<file path="config.mk">
export PLATFORM = sky130hd
export DESIGN_NAME = seq_detector_param
export DESIGN_NICKNAME = d
export VERILOG_FILES = /design/src/rtl/seq_detector_param.sv
export SDC_FILE = /design/constraint.sdc
export NUM_CORES = 1
export LEC_CHECK = 0
export BUFFER_PORTS_ARGS = -buffer_cell sky130_fd_sc_hd__buf_4
export CAP_MARGIN = 25
export CORE_UTILIZATION = 48
export CTS_BUF_LIST = sky130_fd_sc_hd__clkbuf_8
export DETAILED_ROUTE_END_ITERATION = 12
export PLACE_DENSITY_LB_ADDON = 0.12
export SLEW_MARGIN = 20
export SYNTH_ARGS = -nofsm -noshare
export SYNTH_HDL_FRONTEND = slang
export SYNTH_SLANG_ARGS = --single-unit
</file>
<file path="constraint.sdc">
create_clock -name clk -period 1.65 [get_ports clk]
set_input_delay 0 -clock clk [delete_from_list [all_inputs] [get_ports clk]]
set_output_delay 0 -clock clk [all_outputs]
set_load 0.005 [all_outputs]
</file>
<file path="src/rtl/seq_detector_param.sv">
// Serial pattern detector with a run-time loadable pattern, length and overlap mode.
// Optional saturating match counter is built only when SEQ_DET_MATCH_CNT_EN is defined.
module seq_detector_param #(
    parameter int                 MAX_LEN     = 8,
    parameter logic [MAX_LEN-1:0] DEF_PATTERN = MAX_LEN'(8'b0000_0110),
    parameter int                 DEF_LEN     = 4,
    parameter int                 CNT_W       = 8,
    localparam int                LEN_W       = $clog2(MAX_LEN + 1)
) (
    input  logic               clk,
    input  logic               rst,
    input  logic               x,
    input  logic               x_valid,
    input  logic               cfg_load,
    input  logic [MAX_LEN-1:0] cfg_pattern,
    input  logic [LEN_W-1:0]   cfg_len,
    input  logic               cfg_overlap,
    input  logic               cnt_clr,
    output logic               z,
    output logic               cfg_err,
    output logic [CNT_W-1:0]   match_cnt
);

    logic [MAX_LEN-1:0] pattern_q, pattern_d;
    logic [LEN_W-1:0]   len_q, len_d;
    logic               overlap_q, overlap_d;
    logic [MAX_LEN-1:0] hist_q, hist_d;
    logic [LEN_W-1:0]   fill_q, fill_d;
    logic               cfg_err_q, cfg_err_d;

    logic [MAX_LEN-1:0] window_s;
    logic [MAX_LEN-1:0] mask_s;
    logic               accept_s;
    logic               fill_ok_s;
    logic               z_s;
    logic               cfg_ok_s;
    logic               unused_hist_msb_s;

    assign window_s          = {hist_q[MAX_LEN-2:0], x};
    assign accept_s          = x_valid & ~cfg_load & ~rst;
    assign cfg_ok_s          = (cfg_len != '0) && (cfg_len <= LEN_W'(MAX_LEN));
    assign unused_hist_msb_s = hist_q[MAX_LEN-1];

    // State register: configuration, history, fill level and error pulse
    always_ff @(posedge clk) begin
        if (rst) begin
            pattern_q <= DEF_PATTERN;
            len_q     <= LEN_W'(DEF_LEN);
            overlap_q <= 1'b1;
            hist_q    <= '0;
            fill_q    <= '0;
            cfg_err_q <= 1'b0;
        end else begin
            pattern_q <= pattern_d;
            len_q     <= len_d;
            overlap_q <= overlap_d;
            hist_q    <= hist_d;
            fill_q    <= fill_d;
            cfg_err_q <= cfg_err_d;
        end
    end

    // Next state: a load (valid or not) always wins over the data bit in the same cycle
    always_comb begin
        pattern_d = pattern_q;
        len_d     = len_q;
        overlap_d = overlap_q;
        hist_d    = hist_q;
        fill_d    = fill_q;
        cfg_err_d = cfg_load & ~cfg_ok_s;
        if (cfg_load) begin
            if (cfg_ok_s) begin
                pattern_d = cfg_pattern;
                len_d     = cfg_len;
                overlap_d = cfg_overlap;
                fill_d    = '0;
            end else begin
                fill_d    = fill_q;
            end
        end else if (accept_s) begin
            hist_d = window_s;
            if (z_s && !overlap_q) begin
                fill_d = '0;
            end else if (fill_q != LEN_W'(MAX_LEN)) begin
                fill_d = fill_q + LEN_W'(1);
            end else begin
                fill_d = fill_q;
            end
        end else begin
            hist_d = hist_q;
        end
    end

    // Output: Mealy match on the window that includes the bit arriving this cycle
    always_comb begin
        mask_s = '0;
        for (int i = 0; i < MAX_LEN; i++) begin
            mask_s[i] = (i < int'(len_q));
        end
        fill_ok_s = ((LEN_W+1)'(fill_q) + (LEN_W+1)'(1)) >= (LEN_W+1)'(len_q);
        z_s       = accept_s & fill_ok_s & (((window_s ^ pattern_q) & mask_s) == '0);
    end

    assign z       = z_s;
    assign cfg_err = cfg_err_q;

`ifdef SEQ_DET_MATCH_CNT_EN
    logic [CNT_W-1:0] cnt_q, cnt_d;

    // Counter next state: clear beats increment, increment saturates
    always_comb begin
        if (cnt_clr) begin
            cnt_d = '0;
        end else if (z_s && (cnt_q != '1)) begin
            cnt_d = cnt_q + CNT_W'(1);
        end else begin
            cnt_d = cnt_q;
        end
    end

    // Counter register
    always_ff @(posedge clk) begin
        if (rst) begin
            cnt_q <= '0;
        end else begin
            cnt_q <= cnt_d;
        end
    end

    assign match_cnt = cnt_q;
`else
    logic unused_cnt_clr_s;

    assign unused_cnt_clr_s = cnt_clr;
    assign match_cnt        = '0;
`endif

endmodule

</file>
==> results of run 1 <==
worst reg2reg max path: cells and delay by family, from the launching register on:
| kind | cells | cell delay [ps] |
|---|---|---|
| XOR/XNOR | 1 | 140 |
| buffers and inverters | 1 | 180 |
| AND/OR/NAND/NOR | 1 | 80 |
| adder cells (fa/ha/maj) | 2 | 430 |
| flip-flops | 1 | 380 |
| AO/OA/AOI/OAI | 4 | 520 |
per-layer routing:
metal,global-route usage,vias to the layer above
met5,0,-
met4,0.0679,0
met3,0.0326,5
met2,0.382,22
met1,0.243,554
li1,-,642
repair_timing:
item / in CTS / in global routing
gates resized for setup: 9 / 4
setup buffers: 2 / 0
pin swaps: 9 / 1
endpoints found under the hold margin: 14 / 0
hold buffers: 14 / 0
endpoints found under the setup margin: 5 / 16
cell families after synthesis:
kind of cell    count (synthesis)  synth area share
fa+ha+maj                       6            0.0545
xor+xnor                       11            0.0699
buf+inv                        25             0.103
compound gates                 36             0.163
simple gates                   67             0.243
flops                          25             0.363
other cells                     1           0.00272
state kept, by name, summed over array words and instances (netlist names):
name / cells
overlap_q: 1
hist_q: 7
pattern_q: 8
len_q: 4
cfg_err: 1
fill_q: 4
power by group through the flow:
stage | logic [mW] | registers [mW] | clock network, mW
2_1_floorplan | 0.130 | 0.660 | 0
5_1_grt | 0.244 | 0.654 | 0.398
6_report | 0.220 | 0.650 | 0.366
3_3_place_gp | 0.177 | 0.664 | 0
3_5_place_dp | 0.181 | 0.665 | 0
4_1_cts | 0.217 | 0.650 | 0.365
Yosys cell counts, types with 2 or more instances:
master / number / area (sq um)
nand2b_1: 9 / 56.3
nor2_1: 4 / 15.0
xnor2_1: 8 / 70.1
o21ai_0: 12 / 60.1
clkbuf_1: 5 / 18.8
o2111ai_1: 3 / 26.3
dfxtp_1: 25 / 500
buf_6: 2 / 22.5
inv_1: 8 / 30.0
nor3_2: 2 / 20.0
and2_1: 2 / 12.5
a31oi_1: 2 / 12.5
nand3b_1: 3 / 22.5
xor2_1: 3 / 26.3
nor4_1: 2 / 12.5
nand2_1: 36 / 135
buf_2: 2 / 10.0
nand3_1: 3 / 15.0
nor3_1: 4 / 20.0
a21oi_1: 11 / 55.1
a211oi_1: 2 / 15.0
buf_4: 8 / 60.1
o221ai_1: 2 / 17.5
ha_1: 6 / 75.1
path summary, 6_finish.rpt:
kind	startpoint	slack (ps)	to
max	fill_q[1]	-220	z
min	cfg_load	50	cfg_err
max reg2reg	fill_q[1]	-200	fill_q[2]
min reg2reg	pattern_q[4]	470	pattern_q[4]
layout make-up:
class,instances,share of cell area
Inverter,8,0.0176
Tap cell,31,0.0210
Timing Repair Buffer,47,0.212
Clock buffer,3,0.0223
Multi-Input combinational cell,128,0.450
Sequential cell,25,0.275
Clock inverter,1,0.00270
==> impl_metrics.tcl, run 1 <==
set metrics [dict create \
    status "finished, violations left" \
    violations "negative setup slack" \
    antenna_found_initial 0 \
    route.met3.wl_microns 88 \
    combPwrFrac 0.178 \
    mostFrequentLayoutCell "nand2_1" \
    rsz0062_at_grt "true" \
    cts_buffer_depth 2 \
    period_share 1.14 \
    die_w_microns 55.6 \
    required_ps 1650 \
    final_net_count 238 \
    end_kind "output pin" \
    port_buffers 19 \
    coreArea_sq_um 2730 \
    synth-edff-count 0 \
    ys_ff_latch 25 \
    max_freq_mhz 534 \
    multi_input_area_sq_um 832 \
    fin_skew_ps 7.66 \
    chipHeight_microns 55.6 \
    min_path_type "input pin to register" \
    n_fill_cell 241 \
    critical_path.max_fanout 4 \
    dp_slack_ps -196 \
    grt_pass1_vias 1223 \
    cts_buffers 3 \
    slowest_stage "dfxtp_4" \
    place.detailed.hpwl_mm 2.16 \
    drive_gt1_frac 0.259 \
    finalNonFillerCells 243 \
    ant_nets 0 \
    dpl-instance-area_sq_um 1600 \
    mostFrequentLayoutCells "nand2_1, buf_4, dfxtp_1" \
    drt-vias-per-instance 5.03 \
    grt_usage 0.207 \
    drtPass1Iterations 4 \
    synthCells 171 \
    synth_seq_area_share 0.363 \
    antenna_cells 0 \
    vias 1223 \
    synth_flop_cell "dfxtp_1" \
    whs_ps 53.0 \
    clkPwrFrac 0.296 \
    wire_per_inst_microns 12.2 \
    internal_power_mw 0.915 \
    hold_viol_final 0 \
    timing.setup.tns_ps -732 \
    reg2reg_depth 9 \
    crit_family "adder cells" \
    swShare 0.260 \
    ir_drop_mv 0.662 \
    hold_depth 2 \
    grt_pass1_wl_mm 5.12 \
    start_util 0.504 \
    fin_ws_ps -223 \
    m1WireLength_mm 1.31 \
    seq_area_sq_um 509 \
    maxSlewViolCount 0 \
    setup_viol 5 \
    crit_cells 9 \
    crit_top_cell "o21ai_1" \
    cap_violations 0 \
    p_sw_mw 0.321 \
    grt.overflow.total 0 \
    avgSynthCellArea_sq_um 8.06 \
    dieArea_sq_um 3090 \
    postLayoutCellArea_sq_um 1850 \
    h-tree-depth 1 \
    ios 29 \
    highest_layer "met4" \
    cp_num_buf_inv 3 \
    syn-cell-area_sq_um 1380 \
    worstSetupPathType "register to output pin" \
    row_count 19 \
    cts_root_buf "clkbuf_8" \
    dp.cells 223 \
    synth.distinct_cells 31 \
    dr_wl_met2_mm 1.53 \
    gp_congestion 0.898 \
    power.density_nw_per_um2 668 \
    fin_util 0.677 \
    worstPathArrival_ps 1870 \
    syn_to_final_growth_pct 34.3 \
    crit_chain "ha_4 > xor2_1 > ha_1 > o21ai_1 > o21ai_1 > o2111ai_2 > buf_4 > inv_2 > buf_6" \
    grt_max_degree 26 \
    async_reset_ff_frac 0 \
    tritoncts "done" \
    pwr-share-seq 0.526 \
    clk_latency_ps 270 \
    slowest_delay_ps 380 \
    clock_sinks 25 \
    startpoint_type "register" \
    p_leak_nw 0.754 \
    drcViolationCount 0 \
    drt-total-wl_mm 2.95 \
    yosysWarningCount 0 \
    initialDrtViolationCount 14 \
    path_clk_slew_ps 90 \
    totalPowerFinal_mw 1.24 \
    fin_crit_ps 1870 \
]
No activity file was read; power rests on OpenSTA's default activity.
==> inputs of run 2 (changes only) <==
--- a/config.mk
+++ b/config.mk
@@ -11,6 +11,7 @@
 export CTS_BUF_LIST = sky130_fd_sc_hd__clkbuf_8
 export DETAILED_ROUTE_END_ITERATION = 12
 export PLACE_DENSITY_LB_ADDON = 0.12
+export RECOVER_POWER = 50
 export SLEW_MARGIN = 20
 export SYNTH_ARGS = -nofsm -noshare
 export SYNTH_HDL_FRONTEND = slang
==> run 2 against run 1 <==
Net effect:
- the run still ends with negative setup slack left
- final cell count stayed put
- total power shrank 0.69%
- critical path depth unchanged
==> impl_metrics.tcl, run 2 (same netlist as run 1, synthesis figures left out) <==
set metrics [dict create \
    startpoint "fill_q[1]" \
    clkPwrFrac 0.297 \
    end_kind "output pin" \
    grt_pass1_wl_mm 5.12 \
    startpoint_type "register" \
    p_leak_nw 0.741 \
    path_clk_slew_ps 90 \
    grt_pass1_vias 1223 \
    mostFrequentLayoutCell "nand2_1" \
    dp.cells 223 \
    cts_root_buf "clkbuf_8" \
    row_count 19 \
    fin_crit_ps 1890 \
    maxSlewHeadroom 0.537 \
    gr-usage-met2 0.382 \
    coreArea_sq_um 2730 \
    vias 1231 \
    regMostFlops "pattern_q" \
    clock_sinks 25 \
    worstMarginPinSlew_ps 694 \
    chipHeight_microns 55.6 \
    drt-total-wl_mm 2.96 \
    cp_num_buf_inv 3 \
    grt.overflow.total 0 \
    r2r_start "fill_q[1]" \
    crit_chain "ha_4 > xor2_1 > ha_1 > o21ai_1 > o21ai_1 > o2111ai_2 > buf_4 > inv_2 > buf_6" \
    clk_latency_ps 270 \
    drtPass1Iterations 4 \
    initialDrtViolationCount 15 \
    finalNonFillerCells 243 \
    slowest_delay_ps 380 \
    h-tree-depth 1 \
    cts_buffers 3 \
    crit_top_cell "o21ai_1" \
    fin_ws_ps -241 \
    reg_top3 "pattern_q (8), hist_q (7)" \
    die_w_microns 55.6 \
    use_met1 0.243 \
    p_sw_mw 0.317 \
    fin_skew_ps 7.71 \
    min_path_type "input pin to register" \
    antenna_found_initial 0 \
    power.density_nw_per_um2 674 \
    ir_drop_mv 0.658 \
    syn_to_final_growth_pct 32.2 \
    status "finished, violations left" \
    final_net_count 238 \
    ios 29 \
    port_buffers 19 \
    cts_buffer_depth 2 \
    dieArea_sq_um 3090 \
    ant_nets 0 \
    worstPathArrival_ps 1890 \
    tritoncts "done" \
    maxSlewViolCount 0 \
    max_freq_mhz 529 \
    cap_violations 0 \
    critical_path.max_fanout 4 \
    swShare 0.258 \
    rsz0062_at_grt "true" \
    hold_viol_final 0 \
    period_share 1.15 \
    slowest_stage "dfxtp_4" \
    setup_viol 6 \
    wire_per_inst_microns 12.2 \
    mostFrequentLayoutCells "nand2_1, buf_4, dfxtp_1" \
    drive_gt1_frac 0.245 \
    drcViolationCount 0 \
    hold_start "cfg_load" \
    gp_congestion 0.898 \
    pwr-share-seq 0.530 \
    worstSetupPathType "register to output pin" \
    internal_power_mw 0.910 \
    grt_usage 0.207 \
    crit_family "adder cells" \
    drt-vias-per-instance 5.07 \
    start_util 0.504 \
    violations "negative setup slack" \
    combPwrFrac 0.173 \
    antenna_cells 0 \
    grt_busiest_layer "met2" \
    timing.setup.tns_ps -905 \
    grt_use_met3 0.0326 \
    largest_register_ffs 8 \
    required_ps 1650 \
    place.detailed.hpwl_mm 2.16 \
    grt_max_degree 26 \
]
## run 2: cell types whose count changed in the layout (fill, tap and decap cells not counted), sizes merged
| cell | before | now |
|---|---|---|
| clkbuf | 3 | 7 |
| buf | 33 | 29 |
## run 2: final cells by class
| type | count | area [sq um] |
|---|---|---|
| fill | 246 | 912 |
| timing repair buffer | 47 | 385 |
| inverter | 8 | 32.5 |
| clock buffer | 3 | 41.3 |
| tap | 31 | 38.8 |
| clock inverter | 1 | 5.00 |
| multi-input combinational | 128 | 810 |
| sequential | 25 | 509 |
## run 2: timing repair
action                                 in CTS  in global routing
pin swaps                                   9                  1
buffers inserted                            2                  0
setup endpoints to repair                   5                 16
endpoints found under the hold margin      14                  0
gates resized for setup                     9                  4
hold buffers                               14                  0
## run 2: path summary, 6_finish.rpt
path / endpoint / slack, ps / cells past startpoint
worst min register to register: pattern_q[4] / 470 / 2
worst max register to register: fill_q[2] / -210 / 9
worst max-delay path: z / -240 / 9
worst min-delay path: cfg_err / 40 / 2
## run 2: stage by stage
stage               area, sq um  setup WS [ps]  power, mW  utilization  hold WS, ps
CTS                        1840           -223       1.23        0.673         54.0
floorplan                  1440          -30.0      0.790            -          109
global route               1820           -309       1.29        0.666         54.4
detailed placement         1600           -196      0.846        0.585          217
global placement           1600          -85.4      0.840        0.585          210
finish                     1820           -241       1.23        0.666         43.1
## run 2: per-layer routing
layer  up-vias  part of all wire
met2        22              0.52
met5         -                 0
met1       560              0.45
met4         0            0.0098
met3         5             0.022
li1        644                 -
## run 2: power groups by stage
| stage | Combinational [mW] | Clock [mW] | Sequential [mW] |
|---|---|---|---|
| floorplan | 0.130 | 0 | 0.660 |
| global placement | 0.177 | 0 | 0.664 |
| detailed placement | 0.181 | 0 | 0.665 |
| CTS | 0.217 | 0.365 | 0.650 |
| global route | 0.236 | 0.398 | 0.654 |
| finish | 0.213 | 0.365 | 0.650 |
## run 2: worst reg2reg max path, cell delays in order, from the launching register on
cell and delay [ps]:
dfxtp_4 380, ha_4 160, xor2_1 140, ha_1 270
o21ai_1 50, o21ai_1 170, o2111ai_2 150, buf_4 180
o2111ai_2 160, nand3_1 80
